## src/rtl/regfile_wr_arbiter.sv

```systemverilog
// Two-requester round-robin write arbiter in front of a 3-port register file.
// One-cycle registered write stage; writes to R15 are diverted to the PC path.
module regfile_wr_arbiter (
    input  logic        clock,
    input  logic        reset,
    input  logic        hold,
    input  logic        ex_valid,
    input  logic [3:0]  ex_addr,
    input  logic [31:0] ex_data,
    output logic        ex_ready,
    input  logic        ld_valid,
    input  logic [3:0]  ld_addr,
    input  logic [31:0] ld_data,
    output logic        ld_ready,
    output logic        we3,
    output logic [3:0]  a3,
    output logic [31:0] wd3,
    output logic        pc_we,
    output logic [31:0] pc_wd,
    input  logic [3:0]  chk_a1,
    input  logic [3:0]  chk_a2,
    output logic        haz1,
    output logic        haz2,
    output logic [7:0]  conflict_cnt
);

    typedef enum logic {
        GRANT_EX = 1'b0,
        GRANT_LD = 1'b1
    } grant_e;

    localparam logic [3:0] PC_ADDR = 4'd15;

    grant_e      r_last_grant;
    logic        r_we3;
    logic [3:0]  r_a3;
    logic [31:0] r_wd3;
    logic        r_pc_we;
    logic [31:0] r_pc_wd;
    logic [7:0]  r_conflict_cnt;

    logic        w_ex_grant;
    logic        w_ld_grant;
    logic        w_accept;
    logic        w_contend;
    logic [3:0]  w_addr;
    logic [31:0] w_data;

    // Ready doubles as grant; a grant always coincides with a valid, so it is an acceptance.
    always_comb begin
        w_ex_grant = 1'b0;
        w_ld_grant = 1'b0;
        if (!hold && !reset) begin
            if (ex_valid && ld_valid) begin
                if (r_last_grant == GRANT_LD) begin
                    w_ex_grant = 1'b1;
                end else begin
                    w_ld_grant = 1'b1;
                end
            end else begin
                w_ex_grant = ex_valid;
                w_ld_grant = ld_valid;
            end
        end
    end

    assign w_accept  = w_ex_grant || w_ld_grant;
    assign w_contend = ex_valid && ld_valid && !hold;
    assign w_addr    = w_ld_grant ? ld_addr : ex_addr;
    assign w_data    = w_ld_grant ? ld_data : ex_data;

    always_ff @(posedge clock or posedge reset) begin
        if (reset) begin
            r_last_grant   <= GRANT_LD;
            r_we3          <= 1'b0;
            r_a3           <= '0;
            r_wd3          <= '0;
            r_pc_we        <= 1'b0;
            r_pc_wd        <= '0;
            r_conflict_cnt <= '0;
        end else begin
            r_we3   <= 1'b0;
            r_pc_we <= 1'b0;
            if (w_accept) begin
                if (w_addr == PC_ADDR) begin
                    r_pc_we <= 1'b1;
                    r_pc_wd <= w_data;
                end else begin
                    r_we3 <= 1'b1;
                    r_a3  <= w_addr;
                    r_wd3 <= w_data;
                end
                r_last_grant <= w_ld_grant ? GRANT_LD : GRANT_EX;
            end
            if (w_contend && (r_conflict_cnt != '1)) begin
                r_conflict_cnt <= r_conflict_cnt + 8'd1;
            end
        end
    end

    assign ex_ready     = w_ex_grant;
    assign ld_ready     = w_ld_grant;
    assign we3          = r_we3;
    assign a3           = r_a3;
    assign wd3          = r_wd3;
    assign pc_we        = r_pc_we;
    assign pc_wd        = r_pc_wd;
    assign conflict_cnt = r_conflict_cnt;

    // R15 reads are served by the PC, so they never collide with a regfile write.
    assign haz1 = r_we3 && (r_a3 == chk_a1) && (chk_a1 != PC_ADDR);
    assign haz2 = r_we3 && (r_a3 == chk_a2) && (chk_a2 != PC_ADDR);

endmodule

```

## config.mk

```make
export PLATFORM = sky130hd
export DESIGN_NAME = regfile_wr_arbiter
export DESIGN_NICKNAME = d
export VERILOG_FILES = /design/src/rtl/regfile_wr_arbiter.sv
export SDC_FILE = /design/constraint.sdc
export NUM_CORES = 1
export LEC_CHECK = 0
export ABC_AREA = 1
export CORE_AREA = 2 2 105 107
export DETAILED_ROUTE_END_ITERATION = 7
export DIE_AREA = 0 0 107 109
export GPL_TIMING_DRIVEN = 0
export PLACE_DENSITY_LB_ADDON = 0.3
export SLEW_MARGIN = 20
export SYNTH_ARGS = -nofsm -noshare
export SYNTH_HDL_FRONTEND = slang
export SYNTH_SLANG_ARGS = --single-unit
```

## constraint.sdc

```tcl
create_clock -name clock -period 2.95 [get_ports clock]
set_input_delay 0.885 -clock clock [delete_from_list [all_inputs] [get_ports clock]]
set_output_delay 0.885 -clock clock [all_outputs]
set_load 0.02 [all_outputs]
```

# Word-level counts from Yosys, hierarchy flattened
# Index checks and enable logic that the tools add are counted.
[classes]
add_sub_neg = 1
multipliers = 0
div_mod_pow = 0
order_cmp = 0
n_eq_ne = 6
n_shift = 0
mux = 13
bitwise_logic = 1
reduce_logical = 13
[ops]
columns = ["op", "n"]
rows = [
  ["2-to-1 mux 32 bit", 1],
  ["2-to-1 mux 1 bit", 11],
  ["adder 8 x 1 -> 8 bit (second input constant)", 1],
  ["== test 4 bit", 2],
  ["logical AND 1 bit", 8],
  ["!= test 4 bit (second input constant)", 2],
  ["!= test 8 bit (second input constant)", 1],
  ["== test 4 bit (second input constant)", 1],
  ["2-to-1 mux 4 bit", 1],
  ["AND reduction 2 bit", 2],
  ["logical NOT 1 bit", 2],
  ["logical OR 1 bit", 1],
  ["NOT 1 bit", 1],
]
[totals]
ff_bits = 79
latchBits = 0
ramBits = 0
romBits = 0
inputBits = 85
output_inout_bits = 82
elab_cells = 41
n_memories = 0

# Logic depth before layout (Yosys ltp)
# Gate-level depths: netlist (run 1).
[depth]
depth_word = 7
mapped_depth = 11
depth_no_buf = 9

# Least setup slack after synthesis (run 1)
# No wires, ideal clock.
[synth_path]
path_type = "input to output"
startpoint = "in chk_a2[1]"
endpoint = "out haz2"
t_arrival_ps = 1642
t_required_ps = 2065
path_slack_ps = 423
cell_stages = 3
path_buffers = 0
path_cell_list = "xnor2_1 o21ai_0 a211oi_1"
[synth_via]
elab_chain_cells = 3
elab_cells_between_ends = 4
cone_classes = "eq/ne (2); reduce/logical (2)"
[synth_rtl]
columns = ["element", "line", "rtl"]
rows = [
  ["start, declared", "21", "input logic [3:0] chk_a2,"],
  ["== test 4 bit", "112", "assign haz2 = r_we3 && (r_a3 == chk_a2) && (chk_a2 != PC_ADDR);"],
  ["logical AND 1 bit", "112", ""],
  ["logical AND 1 bit (*)", "112", ""],
  ["end, declared", "23", "output logic haz2,"],
]
# Every way passes the cells marked *; elsewhere a longest branch is shown, timed or not.

# Worst setup path after layout (run 1)
[layout_path]
startpoint = "in chk_a2[2]"
endpoint = "out haz2"
# The elaborated chain is that of the path after synthesis.

==> metrics.yaml, run 1 <==
outcome: "finished clean"
wl_mm: 11.89
area_growth_pct: 53.55
diodes: 0
dieArea_sq_um: 11660
cts_buffers: 9
relSlewSlack_pct: 58.46
timing.hold.ws_ps: 474.2
slew_violations: 0
dp_hpwl_mm: 8.747
grt_pass1_wl_mm: 19.02
wl_per_cell_um: 13.97
pwr-share-comb_pct: 38.8
rr_startpoint: "r_last_grant"
vdd_drop_max_v: 0.0004040
startpoint: "chk_a2[2]"
drt_iter0_drc: 174
end_kind: "output port"
syn_area_per_cell_sq_um: 7.629
synth_flop_cell: "dfrtp_1"
cts_hold_buf: 0
wl_met2_mm: 5.870
synth_nets: 611
place_area_sq_um: 5872
critPathMaxFanout: 1
cts_tree: "yes"
synthTopCellsByArea: "dfrtp_1, nand2_1, nand3_1"
design_area_sq_um: 6150
first_global_vias: 3991
worst-r2r-cell-count: 10
final_util_pct: 58.00
fin_crit_ps: 2921
fill_cells: 966
grt_max_degree: 50
crit_chain: "clkdlybuf4s50_1 -> xnor2_1 -> o211ai_1 -> a211oi_2 -> buf_2"
die_w_um: 107
synth_cells: 525
overflow: 0
met3_length_um: 898
synth_edf_count: 0
routed_via_density: 4.819
synth_cell_type_count: 29
io_pins: 167
worstSkewPairLatency_ps: 340
worstSetupPathType: "primary input to output port"
worstMarginPinSlew_ps: 616.6
crit_end: "haz2"
synth_common_cells: "nand2_1, dfrtp_1, nand3_1"
post-route-period-util_pct: 99.03
h-tree-depth: 3
seq_area_frac_synth_pct: 49.39
core_area_sq_um: 10600
ys_ff_latch: 79
worstPathRequired_ps: 2070
nets: 792
reg2reg_to: "pc_wd[27]"
hold_viol: 0
min_path_cells: 2
yosys.area.top_type: "dfrtp_1"
syn_area_sq_um: 4005
start_util_pct: 37.77
antenna_found_initial: 0
synth-async-reset-ratio_pct: 100.0
dp.cells: 832
num_vias: 4101
fin_skew_ps: 17.35
synth_top_area_share_pct: 48.73
cts_buffer_depth: 2
clkPwrFrac_pct: 22.8
max_freq_mhz: 342.3
p_per_area_nw_per_um2: 651.1
crit_path_start_kind: "primary input"
setup_viol: 0
die_y_um: 109
switchingPower_mw: 1.410
wl_met1_mm: 4.989
root_buffer: "clkbuf_8"
reg2reg_slack_ps: 1020
arrival_ps: 2040
rows: 38
highest_layer: "met4"
portBuffers: 166
yosysWarnings: 0
grt_usage_pct: 20.58
yosysMostFrequentCell: "nand2_1"
switching_share_pct: 35.21
ant_nets: 0
power.leakage_nw: 3.116
p_int_mw: 2.594
maxCapViolCount: 0
slowest_stage: "clkdlybuf4s50_1"
min_path_type: "flip-flop to flip-flop"
power_mw: 4.004
remaining_drc_errors: 0
clk_pin_slew_worst_paths_ps: 80
slowest_delay_ps: 470
gp_congestion: 0.8168
cts_num_sinks: 79
dr.pass1.iters: 4
drive_gt1_share_pct: 8.861
seqPwrFrac_pct: 38.4
stdcell_count: 851
final cells by class:
| class | count | area, sq um | share of cell area, % |
|---|---|---|---|
| sequential | 79 | 1978 | 32.17 |
| multi-input combinational | 393 | 1763 | 28.67 |
| timing repair buffer | 171 | 1712 | 27.83 |
| buffer | 28 | 187.7 | 3.052 |
| tap | 140 | 175.2 | 2.848 |
| clock buffer | 10 | 137.6 | 2.238 |
| inverter | 24 | 105.1 | 1.709 |
| clock inverter | 6 | 91.34 | 1.485 |
per-stage QoR:
| step | TNS, ps | setup WS, ps |
|---|---|---|
| 2_1_floorplan | 0 | 43.27 |
| 3_3_place_gp | -111260 | -1398 |
| 3_5_place_dp | -2199 | -955.2 |
| 4_1_cts | -8.526 | -8.526 |
| 5_1_grt | -22.97 | -15.29 |
| 6_report | 0 | 28.72 |
routing by layer:
metal  GRT usage [%]  vias to the layer above
li1                -                     2015
met1           26.04                     1920
met2           35.67                      155
met3           4.722                       11
met4           5.380                        0
met5               0                        -
power by group through the flow:
stage	sequential, mW	combinational [mW]	clock, mW
after floorplan	1.86	0.433	0
after global placement	1.55	1.51	0
after detailed placement	1.55	1.55	0
after CTS	1.54	1.56	0.934
after global routing	1.58	1.69	0.976
final	1.54	1.55	0.912
cell families after synthesis:
logic type                 after synthesis  synth area share, %
DFF                                     79                49.39
adders and majority gates                1               0.3124
buffers and inverters                   53                7.029
xor gates and xnor gates                 8                1.749
AOI/OAI and AO/OA                       13                1.906
and+or+nand+nor                        371                39.61
placed cells by master (no fill, tap or decap), types with 2 or more instances in the layout:
| cell type | instances |
|---|---|
| nor2_2 | 3 |
| clkbuf_8 | 10 |
| clkbuf_1 | 5 |
| buf_4 | 8 |
| nand2_4 | 2 |
| dfrtp_1 | 78 |
| nand2_1 | 271 |
| nand3b_1 | 2 |
| nand4_1 | 9 |
| buf_2 | 14 |
| nor2_1 | 4 |
| bufinv_16 | 2 |
| buf_6 | 7 |
| inv_1 | 22 |
| clkinv_4 | 2 |
| xnor2_1 | 4 |
| nand3_1 | 71 |
| xor2_1 | 4 |
| o21ai_0 | 9 |
| dlygate4sd2_1 | 2 |
| nor3_1 | 3 |
| clkdlybuf4s50_1 | 159 |
| clkdlybuf4s15_2 | 2 |
state kept, by name, summed over array words and instances, names as in the netlist:
register / flops
a3: 4
conflict_cnt: 8
pc_wd: 32
pc_we: 1
r_last_grant: 1
wd3: 32
we3: 1
critical path: cells and delay by family:
family                    cells  cell delay [ps]
buffers and inverters         2              670
xor gates and xnor gates      1              120
AOI/OAI and AO/OA             2              350
timing repair:
action,in CTS,in global routing
pin swaps,1,2
gates resized for setup,22,4
endpoints found under the setup margin,4,3
buffers inserted,1,3
worst min-delay path by stage:
stage | startpoint | endpoint | slack (ps)
after global routing | wd3[31] | wd3[31] | 490
after detailed placement | wd3[14] | wd3[14] | 460
final | pc_wd[6] | pc_wd[6] | 470
after CTS | wd3[31] | wd3[31] | 480
after global placement | wd3[26] | wd3[26] | 450
after floorplan | r_last_grant | r_last_grant | 510
Note: power is estimated with default switching activity, not from simulation.
==> inputs of run 2 (changes only) <==
- ABC_AREA: 1 -> default
- CORE_AREA: 2 2 105 107 -> 2 2 102 104
- DIE_AREA: 0 0 107 109 -> 0 0 104 106
==> run 2 against run 1 <==
Effect of this change:
- sequential power about the same
- wire length is 27% lower
- first-iteration DRC count is 76% lower
- clock-buffer cell count is 1 higher
- die area fell by 5.5%
- clock power up 4.3%
- synthesized cell count fell by 52%
- total power is 1.2% lower
- cell area is 7.0% lower
- largest power group is now sequential cells
- non-clock buffer count down 22
==> metrics.yaml, run 2 <==
yosysMostFrequentCell: "mux2_2"
cts_buffer_depth: 2  # unchanged
dp_hpwl_mm: 6.552  # -25%
routed_via_density: 4.711  # -2.2%
area_growth_pct: 58.17
critPathMaxFanout: 19  # +18
power.leakage_nw: 2.389  # -23%
synth_nets: 336  # -45%
crit_path_start_kind: "primary input"
dieArea_sq_um: 11020  # -5.5%
synth_top_area_share_pct: 53.98  # +5.2 points
fin_skew_ps: 10.36  # -6.994 ps
rsz0062_at_grt: "no"
synth_common_cells: "mux2_2, dfrtp_1, xnor2_1"
rows: 37  # -2.6%
nets: 513  # -35%
remaining_drc_errors: 0  # unchanged
h-tree-depth: 3  # unchanged
grt_pass1_wl_mm: 14.12  # -26%
maxCapViolCount: 0  # unchanged
synth_cell_type_count: 29  # unchanged
p_per_area_nw_per_um2: 691.3  # +6.2%
worst_slack_ps: 139.5  # +110.8 ps
start_util_pct: 36.16  # -1.6 points
root_buffer: "clkbuf_8"
slew_violations: 0  # unchanged
gp_congestion: 0.8203  # +0.43%
portBuffers: 166  # unchanged
drive_gt1_share_pct: 31.25  # +22 points
setup_viol: 0  # unchanged
synthTopCellsByArea: "dfrtp_1, mux2_2, xnor2_1"
worstSkewPairLatency_ps: 340  # about the same
wl_per_cell_um: 15.20  # +8.8%
syn_area_per_cell_sq_um: 14.46  # +90%
wl_mm: 8.636  # -27%
regArea_sq_um: 1978  # unchanged
yosysWarnings: 0  # unchanged
worstMarginPinSlew_ps: 544.9  # -71.66 ps
io_pins: 167  # unchanged
cts_hold_buf: 0  # unchanged
die_w_um: 104  # -2.8%
grt_usage_pct: 16.24  # -4.3 points
preCtsSetupSlack_ps: -895.5  # +59.74 ps
post-route-period-util_pct: 95.27  # -3.8 points
seq_area_frac_synth_pct: 54.71  # +5.3 points
cts_tree: "yes"
layout_commonest_cell: "clkdlybuf4s50_1"
fin_crit_ps: 2810  # -110.8 ps
ant_nets: 0  # unchanged
multi_input_comb_area_sq_um: 1538  # -13%
first_global_vias: 2811  # -30%
timing.hold.ws_ps: 500.9  # +26.71 ps
hold_viol: 0  # unchanged
dr.pass1.iters: 4  # unchanged
diodes: 0  # unchanged
synth_cells: 250  # -52%
fill_cells: 865  # -10%
overflow: 0  # unchanged
synth_flop_cell: "dfrtp_1"
postCtsSetupBuffers: 0  # -1
synth-async-reset-ratio_pct: 100.0  # unchanged
final_cell_mix: "clkdlybuf4s50_1, mux2_2, dfrtp_1, xnor2_1, clkbuf_8"
synth_edf_count: 0  # unchanged
end_kind: "output port"
max_freq_mhz: 355.8  # +3.9%
yosys.area.top_type: "dfrtp_1"
core_area_sq_um: 10000  # -5.7%
drt_iter0_drc: 41  # -76%
cts_buffers: 9  # unchanged
antenna_found_initial: 0  # unchanged
arrival_ps: 1930  # -110 ps
min_path_type: "flip-flop to flip-flop"
vdd_drop_max_v: 0.0003375  # -16%
ys_ff_latch: 79  # unchanged
cts_num_sinks: 79  # unchanged
worstSetupPathType: "primary input to output port"
num_vias: 2676  # -35%
tns_ps: 0  # unchanged
die_y_um: 106  # -2.8%
clk_pin_slew_worst_paths_ps: 80  # about the same
outcome: "finished clean"
relSlewSlack_pct: 63.39  # +4.9 points
grt_max_degree: 47  # -6.0%
worstPathRequired_ps: 2070  # about the same
syn_area_sq_um: 3616  # -9.7%
-- run 2: worst max-delay path, stage by stage --
cell and delay [ps]:
dlygate4sd2_1 310, nor2_4 140, nand3_4 120, buf_12 200, inv_1 90, buf_2 170
-- run 2: layout make-up --
| class | count | area share, % |
|---|---|---|
| Multi-Input combinational cell | 153 | 26.89 |
| Sequential cell | 79 | 34.59 |
| Clock inverter | 5 | 1.860 |
| Buffer | 10 | 1.860 |
| Clock buffer | 11 | 2.297 |
| Timing Repair Buffer | 167 | 29.03 |
| Inverter | 7 | 0.5032 |
| Tap cell | 136 | 2.975 |
-- run 2: report_power, final --
group | leakage, nW | switching, mW | total, mW | internal, mW
Combinational | 1.31 | 0.663 | 1.48 | 0.818
Sequential | 0.965 | 0.169 | 1.52 | 1.35
Clock | 0.114 | 0.387 | 0.951 | 0.565
-- run 2: cells by family (layout without fill, tap and decap cells) --
| group | after synthesis | after routing | synth area share [%] |
|---|---|---|---|
| AO/OA/AOI/OAI | 11 | 11 | 2.319 |
| multiplexers | 103 | 103 | 32.21 |
| buffers and inverters | 18 | 200 | 3.564 |
| flip-flops | 79 | 79 | 54.71 |
| AND/OR/NAND/NOR | 25 | 25 | 3.702 |
| adder cells (fa/ha/maj) | 1 | 1 | 0.3460 |
| XOR/XNOR | 13 | 13 | 3.149 |
-- run 2: what timing repair did --
item / in CTS / in global routing
cloned: 0 / 0
pin swaps: 1 / 1
endpoints found under the setup margin: 4 / 3
gates resized for setup: 23 / 8
-- run 2: metal layers --
layer  up-vias  track usage [%]  share of wire (%)
li1       1253                -                  -
met4         0            5.985                1.7
met1      1330            19.90                 42
met3        12            4.353                5.1
met2        81            27.58                 51
met5         -                0                  0
-- run 2: final timing paths --
kind | from | to | slack [ps] | cells past startpoint
max in group asynchronous | reset | wd3[31] | 1740 | 3
hold reg to reg | conflict_cnt[5] | conflict_cnt[5] | 500 | 1
setup reg to reg | r_last_grant | pc_wd[15] | 1100 | 6
setup / recovery | hold | ld_ready | 140 | 6
min in group asynchronous | reset | wd3[30] | 630 | 2
hold / removal | conflict_cnt[5] | conflict_cnt[5] | 500 | 1
-- run 2: metrics by stage --
| step | total power [mW] | utilization (%) | instances | area [sq um] |
|---|---|---|---|---|
| after floorplan | 2.256 | - | 250 | 3616 |
| after global placement | 3.010 | 54.48 | 552 | 5448 |
| after detailed placement | 3.040 | 54.78 | 553 | 5478 |
| after CTS | 4.008 | 57.32 | 568 | 5732 |
| after global routing | 4.165 | 57.19 | 568 | 5719 |
| final | 3.954 | 57.19 | 568 | 5719 |
